### src/rtl/display_scheduler.sv
// display_scheduler: scans six BCD digits into the output shift
// register, latches each frame, and makes the seconds count tick.
//
// Ports:
//   i_clk, i_rst_n  clock, async active-low reset
//   i_srrdy         shift register idle, may accept a load
//   i_htens_zero    hours-tens digit is zero
//   o_srload        1-cycle load strobe to the shift register
//   o_muxsel[2:0]   digit select, NUM_DIGITS-1 down to 0
//   o_latch         1-cycle frame latch strobe
//   o_cnt_en        1-cycle tick every TICK_DIV cycles
//   o_blank         current digit blanked
//   o_busy          frame transfer in progress
// Build option: LEADING_ZERO_BLANK_EN blanks a leading hours zero.
module display_scheduler #(
  parameter int TICK_DIV    = 1000,
  parameter int REFRESH_DIV = 64,
  parameter int NUM_DIGITS  = 6
) (
  input  logic       i_clk,
  input  logic       i_rst_n,
  input  logic       i_srrdy,
  input  logic       i_htens_zero,
  output logic       o_srload,
  output logic [2:0] o_muxsel,
  output logic       o_latch,
  output logic       o_cnt_en,
  output logic       o_blank,
  output logic       o_busy
);

  localparam int TW = (TICK_DIV > 1) ? $clog2(TICK_DIV) : 1;
  localparam int RW = (REFRESH_DIV > 1) ? $clog2(REFRESH_DIV) : 1;

  typedef enum logic [2:0] {
    IDLE,
    LOAD,
    WAIT_LO,
    WAIT_HI,
    LATCH
  } state_t;

  state_t        state_q;
  state_t        state_d;
  logic [2:0]    mux_d;
  logic          pend_q;
  logic          pend_d;
  logic [TW-1:0] tick_q;
  logic [RW-1:0] ref_q;
  logic          tick_wrap;
  logic          ref_wrap;
  logic          srload_d;
  logic          latch_d;
  logic          busy_d;
  logic          blank_d;

  assign tick_wrap = (tick_q == TW'(TICK_DIV - 1));
  assign ref_wrap  = (ref_q == RW'(REFRESH_DIV - 1));

  // Free-running prescalers; independent of the FSM.
  always_ff @(posedge i_clk or negedge i_rst_n) begin
    if (!i_rst_n) begin
      tick_q   <= '0;
      ref_q    <= '0;
      o_cnt_en <= 1'b0;
    end else begin
      tick_q   <= tick_wrap ? '0 : tick_q + 1'b1;
      ref_q    <= ref_wrap ? '0 : ref_q + 1'b1;
      // Registered: high while tick_q sits at TICK_DIV-1.
      o_cnt_en <= (tick_q == TW'(TICK_DIV - 2));
    end
  end

  always_comb begin
    state_d = state_q;
    mux_d   = o_muxsel;
    pend_d  = pend_q;
    unique case (state_q)
      IDLE: begin
        if (pend_q && i_srrdy) begin
          pend_d  = 1'b0;
          mux_d   = 3'(NUM_DIGITS - 1);
          state_d = LOAD;
        end
      end
      LOAD: begin
        state_d = WAIT_LO;
      end
      WAIT_LO: begin
        if (!i_srrdy) begin
          state_d = WAIT_HI;
        end
      end
      WAIT_HI: begin
        if (i_srrdy) begin
          if (o_muxsel == 3'd0) begin
            state_d = LATCH;
          end else begin
            mux_d   = o_muxsel - 3'd1;
            state_d = LOAD;
          end
        end
      end
      LATCH: begin
        mux_d   = 3'd0;
        state_d = IDLE;
      end
      default: begin
        mux_d   = 3'd0;
        state_d = IDLE;
      end
    endcase
    // A wrap coinciding with the accept re-arms pending.
    if (ref_wrap) begin
      pend_d = 1'b1;
    end
  end

  assign srload_d = (state_d == LOAD);
  assign latch_d  = (state_d == LATCH);
  assign busy_d   = (state_d != IDLE);

`ifdef LEADING_ZERO_BLANK_EN
  assign blank_d = i_htens_zero &&
                   (mux_d == 3'd5) &&
                   ((state_d == LOAD) ||
                    (state_d == WAIT_LO) ||
                    (state_d == WAIT_HI));
`else
  logic unused_htens;
  assign unused_htens = i_htens_zero;
  assign blank_d      = 1'b0;
`endif

  always_ff @(posedge i_clk or negedge i_rst_n) begin
    if (!i_rst_n) begin
      state_q  <= IDLE;
      pend_q   <= 1'b0;
      o_muxsel <= 3'd0;
      o_srload <= 1'b0;
      o_latch  <= 1'b0;
      o_busy   <= 1'b0;
    end else begin
      state_q  <= state_d;
      pend_q   <= pend_d;
      o_muxsel <= mux_d;
      o_srload <= srload_d;
      o_latch  <= latch_d;
      o_busy   <= busy_d;
    end
  end

`ifdef LEADING_ZERO_BLANK_EN
  always_ff @(posedge i_clk or negedge i_rst_n) begin
    if (!i_rst_n) begin
      o_blank <= 1'b0;
    end else begin
      o_blank <= blank_d;
    end
  end
`else
  assign o_blank = blank_d;
`endif

endmodule

### config.mk
export PLATFORM = sky130hd
export DESIGN_NAME = display_scheduler
export DESIGN_NICKNAME = d
export VERILOG_FILES = /design/src/rtl/display_scheduler.sv
export SDC_FILE = /design/constraint.sdc
export NUM_CORES = 1
export LEC_CHECK = 0
export ABC_AREA = 1
export ABC_CLOCK_PERIOD_IN_PS = 1600
export BUFFER_PORTS_ARGS = -buffer_cell sky130_fd_sc_hd__buf_2
export CAP_MARGIN = 20
export CORE_UTILIZATION = 45
export CTS_BUF_LIST = sky130_fd_sc_hd__clkbuf_8
export CTS_CLUSTER_DIAMETER = 60
export CTS_CLUSTER_SIZE = 30
export DETAILED_ROUTE_END_ITERATION = 12
export GPL_TIMING_DRIVEN = 0
export SYNTH_ARGS = -nofsm -noshare
export SYNTH_HDL_FRONTEND = slang
export SYNTH_SLANG_ARGS = --single-unit
export TNS_END_PERCENT = 50
### constraint.sdc
create_clock -name i_clk -period 1.6 [get_ports i_clk]
set_input_delay 0.48 -clock i_clk [delete_from_list [all_inputs] [get_ports i_clk]]
set_output_delay 0.48 -clock i_clk [all_outputs]
set_load 0.02 [all_outputs]
## Yosys cells after proc, flatten, opt, wreduce, memory -nomap -nowiden

Index checks and enable logic that the tools add are counted.

| storage, ports and cells | value |
|---|---|
| memory bits (writable) | 0 |
| output and inout bits | 8 |
| bits in read-only memories | 0 |
| flip-flop bits (word level) | 27 |
| latch bits | 0 |
| logic and storage cells | 47 |
| memories kept | 0 |

| cells by class | value |
|---|---|
| div/mod/pow operators | 0 |
| add/subtract/negate cells | 3 |
| reduce and logical (&&, ||, !) cells | 9 |
| bitwise operators | 1 |
| shift operators | 0 |
| muxes and demuxes | 14 |
| $lt $le $gt $ge | 0 |
| $mul | 0 |
| equal/unequal tests | 11 |

Operators by type and width:

| kind | number |
|---|---|
| 3-bit 2-to-1 mux | 7 |
| 10-bit == test, second input constant | 2 |
| 3-bit one-hot mux with 4 select lines | 1 |
| 10-bit by 1-bit adder with 10-bit output, second input constant | 1 |
| 10-bit 2-to-1 mux | 1 |
| 3-bit one-hot mux with 3 select lines | 1 |
| 6-bit by 1-bit adder with 6-bit output, second input constant | 1 |
| 3-bit by 1-bit == test with 1-bit output, second input constant | 2 |
| 3-bit by 2-bit == test with 1-bit output, second input constant | 2 |
| 6-bit == test, second input constant | 1 |
| 3-bit zero test | 2 |
| 6-bit 2-to-1 mux | 1 |
| 2-bit != test, second input constant | 3 |
| 4-bit AND reduction | 1 |
| 2-bit nonzero test | 2 |
| 3-bit == test, second input constant | 1 |
| 1-bit 2-to-1 mux | 3 |
| 3-bit nonzero test | 1 |
| 3-bit by 1-bit subtractor with 3-bit output, second input constant | 1 |
| 2-bit AND reduction | 1 |
| 2-bit OR reduction | 1 |
| 1-bit logical AND | 1 |
| 1-bit NOT | 1 |

## Logic depth before layout (Yosys ltp)

Gate-level depths: netlist of the first run.

| logic depth | value |
|---|---|
| depth after elaboration | 5 |
| mapped depth | 9 |
| mapped depth without buffers | 9 |

## Least setup slack after synthesis of the first run

Ideal clock, no wire load.

| timing path | value |
|---|---|
| kind | register to register |
| start | reg o_muxsel[0] |
| end | reg o_srload |
| arrival time | 1226 ps |
| data required time | 1487 ps |
| slack | 261 ps |
| setup time | 113 ps |
| period minus slack after synthesis | 1339 ps |
| cell stages (with the launch flop) | 10 |
| buffers on the path | 0 |
| path through | dfrtp_1 inv_1 ha_1 inv_1 nor2_1 nand2_1 nand3_2 nand3_2 nand2_1 inv_1 |

| between the ends | value |
|---|---|
| word-level cells in the longest chain between the ends | 5 |

Ends and longest elaborated chain:

| item | RTL line | text |
|---|---|---|
| from (decl) | 25 | `output logic [2:0] o_muxsel,` |
| from (signal assigned) | 146 | `o_muxsel <= mux_d;` |
| 3-bit zero test | 96 | `if (o_muxsel == 3'd0) begin` |
| 3-bit 2-to-1 mux | 96 |  |
| 3-bit 2-to-1 mux | 95 | `if (i_srrdy) begin` |
| 3-bit one-hot mux with 4 select lines | 78 | `unique case (state_q)` |
| via state_d[0] | 44 | `state_t state_d;` |
| 3-bit by 1-bit == test with 1-bit output | 119 | `assign srload_d = (state_d == LOAD);` |
| via srload_d | 52 | `logic srload_d;` |
| to (signal assigned) | 147 | `o_srload <= srload_d;` |
| to (decl) | 24 | `output logic o_srload,` |

The timed path passes the listed nets, and every way through them passes these cells.
A chain may end at the register's enable or synchronous reset.

## Final worst setup path of the first run

Same ends and word-level chain as after synthesis.

==> results.md, run 1 <==
| Stage | Parameter | Reported |
| --- | --- | --- |
| critical path | Critical Path Slowest Stage Cell | sky130_fd_sc_hd__dfrtp_1 |
| logic synthesis | Post-synth EDFFs | 0 |
| sta | Setup TNS | 0 ps |
| sta | Relative slew margins | 0.5954 |
| die | Horizontal die dimension | 56.52 um |
| drt | Remaining DRCs | 0 |
| logic synthesis | Biggest area consumer among synthesized cells | sky130_fd_sc_hd__dfrtp_1 |
| pwr | Net switching power of the design | 0.0006597 W |
| drt | Per-cell routed wire length | 10.41 um |
| drt | Detail Route Antenna Nets | 0 |
| sta | Unrepaired setup endpoints after global routing | no |
| logic synthesis | Post-Synthesis Net Count | 166 |
| global routing | Met1 capacity usage during global routing | 0.1777 |
| cts | Count of clock tree sinks | 27 |
| cts | H-Tree Level Count | 1 |
| global routing | Number of global-route vias before repair | 967 |
| critical path | Maximum single-stage delay on the critical path | 400 ps |
| global routing | Number of antenna violations at the first check in global routing | 0 |
| status | Result of the run | finished clean |
| die | Area of the die | 0.003195 sq mm |
| critical path | Most frequent cell on the critical path | sky130_fd_sc_hd__inv_1 |
| global routing | Pin count of the biggest net entering global routing | 28 |
| logic synthesis | Total of flip-flops plus latches after synthesis | 27 |
| logic synthesis | Synthesized netlist cell count | 157 |
| logic synthesis | Fraction of synthesized cell area taken by the top area cell type | 0.5051 |
| drt | Final wirelength | 2.093 mm |
| global routing | Most used routing layer in global routing | met2 |
| drt | DRT Pass-1 Iters | 4 |
| sta | Final hold slack | 210.7 ps |
| sta | Final-report setup violation count | 0 |
| cts | Largest buffer count on any clock path | 2 |
| die | Starting density of the core | 0.4809 |
| global routing | Total track usage | 0.1513 |
| cts | Clock transition at path regs | 90 ps |
| final layout | Proportion of layout cells with a drive suffix above 1 | 0.1353 |
| flow run | Count of maximum capacitance violations | 0 |
| sta | Final clock skew | 3.856 ps |
| cts | Worst-Skew Late Latency | 260 ps |
| drt | DRC marker count from the first detailed-route iteration | 34 |
| die | Site Rows | 19 |
| critical path | Setup slack, reg-to-reg | 260 ps |
| final layout | Area growth from synthesis to final layout | 9.635% |
| logic synthesis | Seq/Total Area, Yosys | 0.5051 |
| pwr | Relative contribution of the clock network to total power | 0.205 |
| drt | Drt via density | 4.811 |
| sta | Actual slew at the worst max-slew pin | 607.0 ps |
| sta | Post-route minimum period | 1344 ps |
| sta | FMAX | 0.7440 GHz |
| critical path | Required time at the worst-slack endpoint | 1770 ps |
| global routing | Wire length of the first global-routing pass | 3.836 mm |
| sta | Final Max Tran Viols | 0 |
| final layout | Post-route design area | 0.001466 sq mm |
| pwr | Comb pwr share | 0.325 |
| logic synthesis | Top post-synthesis cells by area | sky130_fd_sc_hd__dfrtp_1 (51%), sky130_fd_sc_hd__nand2_1 (8.7%), sky130_fd_sc_hd__inv_1 (7.0%) |
| pwr | Power Internal | 0.001146 W |
| critical path | Category of cells accounting for the largest share of critical-path delay | simple AND/OR/NAND/NOR gates |
| logic synthesis | Synth top cells by count | sky130_fd_sc_hd__nand2_1 (31), sky130_fd_sc_hd__dfrtp_1 (27), sky130_fd_sc_hd__inv_1 (25) |
| die | Die Height | 56.52 um |
| cts | Setup Fix Bufs, Post-CTS | 0 |
| placement | Estimated wirelength of the detail-placed design | 1.570 mm |
| placement | Cell Count Post-Placement | 197 |
| logic synthesis | Synthesized area per cell | 8.519 sq um |
| critical path | R2R depth | 9 |
| global routing | GRT met2 Usage | 0.2739 |
| pwr | Peak supply drop | 684.6 uV |
| final layout | Diodes inserted | 0 |
| critical path | Critical Path Start Type | register |
| logic synthesis | Synth Cell Area | 0.001338 sq mm |
| critical path | CP Capture Point | o_srload |
| cts | Hold buffers post-CTS | 0 |
| placement | Weighted congestion at the end of routability-driven global placement | 0.8343 |
| pwr | Lkg Pwr | 0.7894 nW |
| pwr | Power per Cell Area | 1231 mW/mm^2 |
| critical path | Endpoint of the lowest-slack register-to-register path | o_srload |
| logic synthesis | Main synth FF type | sky130_fd_sc_hd__dfrtp_1 |
| final layout | Final Instance Count excl. Fillers | 201 |
| pwr | Switching Share | 0.3653 |
| pwr | Register share of total power | 0.470 |
| hold path | Min-Delay Path Class | input port to async pin |
| cts | Root buffer cell | sky130_fd_sc_hd__clkbuf_8 |
| critical path | Source of the critical timing path | o_muxsel[0] |
| critical path | Worst flop-to-flop path startpoint | o_muxsel[0] |
| critical path | Worst endpoint data arrival time | 1510 ps |
| critical path | Crit Path Class | register to register |
| placement | IO buf count | 9 |
| drt | DR vias | 967 |
| critical path | Critical Path End Type | register |
| logic synthesis | Yosys cell types | 20 |
| logic synthesis | Share of flip-flops with an asynchronous set or reset after synthesis | 1.000 |
| die | Count of pins on the block boundary | 12 |
| cts | Total clock buffers created by CTS | 3 |
| critical path | Buffers and inverters on the worst path | 3 |
| global routing | Routing usage on met3 | 0.02074 |
| cts | CTS tree | yes |
| critical path | Critical path fanouts, max | 3 |
| logic synthesis | Most numerous cell in the Yosys netlist | sky130_fd_sc_hd__nand2_1 |
| critical path | Sequence of cells on the critical path | inv_1 > ha_1 > inv_1 > nor2_1 > nand2_1 > nand3_2 > nand3_2 > nand2_1 > inv_1 |
| sta | Final hold violation count | 0 |
| global routing | GR Overflow Total | 0 |
| critical path | Instance count on the critical path | 9 |
| placement | Area after detailed placement | 0.001421 sq mm |
| logic synthesis | Yosys Warn Count | 0 |
| die | Placeable Area | 0.002781 sq mm |
| cts | Gates resized, CTS repair | 0 |
| sta | Portion of the clock cycle consumed by the worst path in the final layout | 0.8401 |
| final layout | Net count, final | 180 |
[worst min path at each step]
stage                         from   endpoint  slack (ps)  cells past startpoint
after floorplan            i_rst_n     o_busy         180                      0
after detailed placement  ref_q[0]   ref_q[0]         450                      1
after CTS                  i_rst_n  tick_q[1]         230                      1
after global placement    ref_q[0]   ref_q[0]         450                      1
final                      i_rst_n  tick_q[1]         210                      1
after global routing       i_rst_n  tick_q[1]         260                      1
[power groups by stage]
stage               Sequential, W  Clock, W  Combinational [W]
finish                   0.000848  0.000371           0.000587
global route             0.000864  0.000406           0.000671
CTS                      0.000849  0.000382           0.000597
detailed placement       0.000863         0           0.000593
global placement         0.000859         0           0.000587
floorplan                0.000919         0           0.000388
[worst register-to-register path: stages (launching register included)]
cell and delay [ps]:
sky130_fd_sc_hd__dfrtp_1 400, sky130_fd_sc_hd__inv_1 100, sky130_fd_sc_hd__ha_1 140, sky130_fd_sc_hd__inv_1 40, sky130_fd_sc_hd__nor2_1 210, sky130_fd_sc_hd__nand2_1 110
sky130_fd_sc_hd__nand3_2 90, sky130_fd_sc_hd__nand3_2 70, sky130_fd_sc_hd__nand2_1 60, sky130_fd_sc_hd__inv_1 40
[metal layers]
metal	vias up	share of wire
li1	517	-
met1	435	0.47
met2	13	0.50
met3	2	0.021
met4	0	0.0086
met5	-	0
[final cells by class]
| type | count | area, sq um |
|---|---|---|
| Buffer | 1 | 7.507 |
| Clock buffer | 3 | 41.29 |
| Clock inverter | 1 | 3.754 |
| Fill cell | 263 | 1315 |
| Inverter | 25 | 93.84 |
| Multi-Input combinational cell | 104 | 560.5 |
| Sequential cell | 27 | 675.6 |
| Tap cell | 31 | 38.79 |
| Timing Repair Buffer | 9 | 45.04 |
[state kept, by name, indices dropped and copies added, names as in the netlist]
| name | flops |
|---|---|
| o_muxsel | 3 |
| o_latch | 1 |
| o_srload | 1 |
| o_busy | 1 |
| o_cnt_en | 1 |
| pend_q | 1 |
| tick_q | 10 |
| ref_q | 6 |
| state_q | 3 |
[cell usage in the layout, fill, tap and decap left out]
cell type / n
sky130_fd_sc_hd__nor2_1: 22
sky130_fd_sc_hd__xor2_1: 5
sky130_fd_sc_hd__nor2_4: 1
sky130_fd_sc_hd__nor2_2: 1
sky130_fd_sc_hd__buf_2: 9
sky130_fd_sc_hd__clkbuf_8: 3
sky130_fd_sc_hd__conb_1: 1
sky130_fd_sc_hd__nor3_1: 1
sky130_fd_sc_hd__nand2_4: 1
sky130_fd_sc_hd__nand2_1: 31
sky130_fd_sc_hd__nand4_1: 6
sky130_fd_sc_hd__dfrtp_1: 27
sky130_fd_sc_hd__nand3_1: 12
sky130_fd_sc_hd__o21ai_0: 5
sky130_fd_sc_hd__ha_1: 5
sky130_fd_sc_hd__nand2_2: 2
sky130_fd_sc_hd__buf_4: 1
sky130_fd_sc_hd__nor3_2: 1
sky130_fd_sc_hd__nand3_2: 4
sky130_fd_sc_hd__a21oi_1: 5
sky130_fd_sc_hd__inv_1: 26
sky130_fd_sc_hd__nand3b_1: 1
[stage by stage]
step / worst slack [ps] / total power (W) / utilization
floorplan: 260.5 / 0.001306 / -
global placement: 267.0 / 0.001446 / 0.5110
detailed placement: 251.7 / 0.001456 / 0.5110
CTS: 233.9 / 0.001828 / 0.5272
global route: 84.77 / 0.001941 / 0.5272
finish: 255.9 / 0.001806 / 0.5272
[cells by family (layout without fill, tap and decap cells)]
family          count (synthesis)  after routing  synth area share
simple gates                   83             83            0.2993
xor+xnor                        5              5           0.03274
other cells                     1              1          0.002804
compound gates                 10             10           0.03741
fa+ha+maj                       5              5           0.04677
flops                          27             27            0.5051
buf+inv                        26             39           0.07577
Note: power is estimated with default switching activity, not from simulation.
==> run 2: changes to the inputs <==
- ABC_CLOCK_PERIOD_IN_PS: 1600 -> 1100
- PLACE_DENSITY: not set -> 0.66
- clock period: 1.6 -> 1.1 ns (I/O delays scaled with it)
==> run 2 against run 1 <==
Against the previous run: the run now ends with setup timing left; core utilization increased by 7.1 points; highest routed layer unchanged; non-clock buffer count rose by 8; critical path type unchanged; design area increased by 13%; routed wire length increased by 24%; combinational power is 110% higher.
==> results.md, run 2 (synthesis gave the netlist of run 1 again) <==
| Stage | Parameter | Reported | Change |
| --- | --- | --- | --- |
| placement | Area after detailed placement | 0.001444 sq mm | +1.6% |
| final layout | Post-route design area | 0.001663 sq mm | +13% |
| drt | Per-cell routed wire length | 12.44 um | +20% |
| critical path | Worst flop-to-flop path startpoint | o_muxsel[0] |  |
| sta | FMAX | 0.8239 GHz | +11% |
| sta | Final hold violation count | 0 | unchanged |
| cts | CTS tree | yes |  |
| sta | Final Max Tran Viols | 0 | unchanged |
| critical path | Critical path fanouts, max | 3 | unchanged |
| global routing | GR Overflow Total | 0 | unchanged |
| die | Count of pins on the block boundary | 12 | unchanged |
| die | Placeable Area | 0.002781 sq mm | unchanged |
| global routing | Pin count of the biggest net entering global routing | 28 | unchanged |
| sta | Actual slew at the worst max-slew pin | 586.6 ps | -20.33 ps |
| cts | Count of clock tree sinks | 27 | unchanged |
| global routing | Total track usage | 0.1632 | +0.01196 |
| global routing | Number of global-route vias before repair | 1002 | +3.6% |
| global routing | Number of antenna violations at the first check in global routing | 0 | unchanged |
| cts | H-Tree Level Count | 1 | unchanged |
| sta | Portion of the clock cycle consumed by the worst path in the final layout | 1.103 | +0.2634 |
| status | Failing checks | setup timing |  |
| die | Site Rows | 19 | unchanged |
| final layout | Most common cell after layout, fill and taps aside | sky130_fd_sc_hd__nand2_1 |  |
| die | Area of the die | 0.003195 sq mm | unchanged |
| cts | Largest buffer count on any clock path | 2 | unchanged |
| critical path | Crit Path Class | register to register |  |
| drt | Remaining DRCs | 0 | unchanged |
| status | Result of the run | finished with violations |  |
| sta | Relative slew margins | 0.6089 | +0.01356 |
| cts | Worst-Skew Late Latency | 260 ps | about the same |
| critical path | Critical Path End Type | register |  |
| global routing | Wire length of the first global-routing pass | 4.077 mm | +6.3% |
| placement | Cell Count Post-Placement | 197 | unchanged |
| sta | Post-route minimum period | 1214 ps | -130.3 ps |
| critical path | Endpoint of the lowest-slack register-to-register path | o_srload |  |
| cts | Clock transition at path regs | 90 ps | about the same |
| final layout | Largest regs | tick_q (10), ref_q (6) |  |
| drt | DR vias | 1061 | +9.7% |
| placement | IO buf count | 9 | unchanged |
| die | Starting density of the core | 0.4809 | unchanged |
| final layout | Final Instance Count excl. Fillers | 209 | +4.0% |
| drt | Drt via density | 5.077 | +5.5% |
| critical path | Worst endpoint data arrival time | 1380 ps | -130 ps |
| sta | Final-report setup violation count | 21 | +21 |
| sta | Final clock skew | 3.687 ps | -0.1687 ps |
| pwr | Peak supply drop | 1724 uV | +150% |
| final layout | Filler cell count in the final layout | 233 | -11% |
| drt | DRC marker count from the first detailed-route iteration | 26 | -24% |
| critical path | Critical Path Start Type | register |  |
| critical path | Maximum single-stage delay on the critical path | 450 ps | +50 ps |
| placement | Estimated wirelength of the detail-placed design | 1.703 mm | +8.5% |
| hold path | Min-Delay Path Class | input port to async pin |  |
| final layout | Area growth from synthesis to final layout | 24.32% |  |
| sta | Unrepaired setup endpoints after global routing | yes |  |
| critical path | Critical Path Slowest Stage Cell | sky130_fd_sc_hd__dfrtp_2 |  |
| final layout | Proportion of layout cells with a drive suffix above 1 | 0.3146 | +0.1793 |
| cts | Root buffer cell | sky130_fd_sc_hd__clkbuf_8 |  |
| critical path | Setup slack, reg-to-reg | -110 ps | -370 ps |
| critical path | R2R depth | 9 | unchanged |
| critical path | Required time at the worst-slack endpoint | 1270 ps | -500 ps |
| flow run | Count of maximum capacitance violations | 0 | unchanged |
| die | Horizontal die dimension | 56.52 um | unchanged |
| final layout | Register bank with the most flops | tick_q |  |
| pwr | Lkg Pwr | 0.8286 nW | +5.0% |
| placement | Weighted congestion at the end of routability-driven global placement | 0.8460 | +1.4% |
| drt | Final wirelength | 2.601 mm | +24% |
| cts | Hold buffers post-CTS | 0 | unchanged |
| die | Die Height | 56.52 um | unchanged |
| final layout | Most used cells in the layout excluding fill and tap cells | sky130_fd_sc_hd__nand2_1 (29), sky130_fd_sc_hd__dfrtp_1 (24), sky130_fd_sc_hd__inv_1 (21) |  |
| critical path | Sequence of cells on the critical path | inv_4 > ha_4 > inv_2 > nor2_4 > nand2_1 > nand3_2 > nand3_2 > nand2_1 > inv_1 |  |
| final layout | Max reg flops | 10 | unchanged |
| drt | Detail Route Antenna Nets | 0 | unchanged |
| sta | Final Worst Setup Slack | -113.8 ps | -369.7 ps |
| drt | DRT Pass-1 Iters | 4 | unchanged |
| final layout | Net count, final | 188 | +4.4% |
| cts | Total clock buffers created by CTS | 3 | unchanged |
| final layout | Diodes inserted | 0 | unchanged |
| pwr | Power per Cell Area | 1815 mW/mm^2 | +47% |
## run 2: cell count changes in the layout (fill, tap and decap cells not counted), sizes merged
cell | before | now
buf | 10 | 18
## run 2: worst max-delay path by stage
stage / startpoint / endpoint / cells after the start
after floorplan: o_muxsel[1] / o_srload / 9
after global placement: tick_q[0] / tick_q[8] / 5
after detailed placement: tick_q[0] / tick_q[8] / 5
after CTS: o_muxsel[0] / o_srload / 9
after global routing: o_muxsel[0] / o_srload / 9
final: o_muxsel[0] / o_srload / 9
## run 2: stage by stage
stage          hold slack [ps]  total power, W  worst slack [ps]    util  TNS (ps)
3_5_place_dp             370.9        0.002217            -162.0  0.5191     -1418
5_1_grt                  96.52        0.003201            -175.3  0.5978     -2459
2_1_floorplan            34.41        0.001979            -106.0       -    -377.9
4_1_cts                  77.67        0.002815            -95.24  0.5592    -950.9
3_3_place_gp             367.2        0.002181            -127.0  0.5191     -1116
6_report                 56.22        0.003018            -113.8  0.5978    -957.8
## run 2: final cells by class
type / count / area [sq um] / share of cell area
clock inverters: 1 / 3.754 / 0.002257
inverters: 25 / 98.84 / 0.05944
multi-input cells: 104 / 671.9 / 0.4041
well taps: 31 / 38.79 / 0.02333
plain buffers: 1 / 7.507 / 0.004515
repair buffers: 17 / 121.4 / 0.07299
flip-flops and latches: 27 / 679.4 / 0.4086
clock buffers: 3 / 41.29 / 0.02483
## run 2: timing repair
| action | 4_1_cts | 5_1_grt |
|---|---|---|
| endpoints found under the setup margin | 22 | 28 |
| pin swaps | 7 | 7 |
| resized for setup | 6 | 28 |
| gates cloned | 0 | 0 |
| setup buffers | 7 | 1 |
## run 2: power by group
part / internal [W] / leakage (nW) / switching [W]
sequential: 0.00114 / 0.331 / 0.000124
clock: 0.000249 / 0.0269 / 0.000279
combinational: 0.000478 / 0.470 / 0.000750
## run 2: layer usage
| layer | global-route usage | up-vias | share of wire |
|---|---|---|---|
| met5 | 0 | - | 0 |
| met4 | 0.04530 | 0 | 0.0085 |
| met3 | 0.03687 | 4 | 0.023 |
| met2 | 0.2891 | 11 | 0.54 |
| met1 | 0.1976 | 509 | 0.43 |
| li1 | - | 537 | - |
## run 2: critical path: cells and delay by family, from the launching register on
family / cells / cell delay (ps)
flops: 1 / 450
simple gates: 5 / 370
buf+inv: 3 / 160
fa+ha+maj: 1 / 120
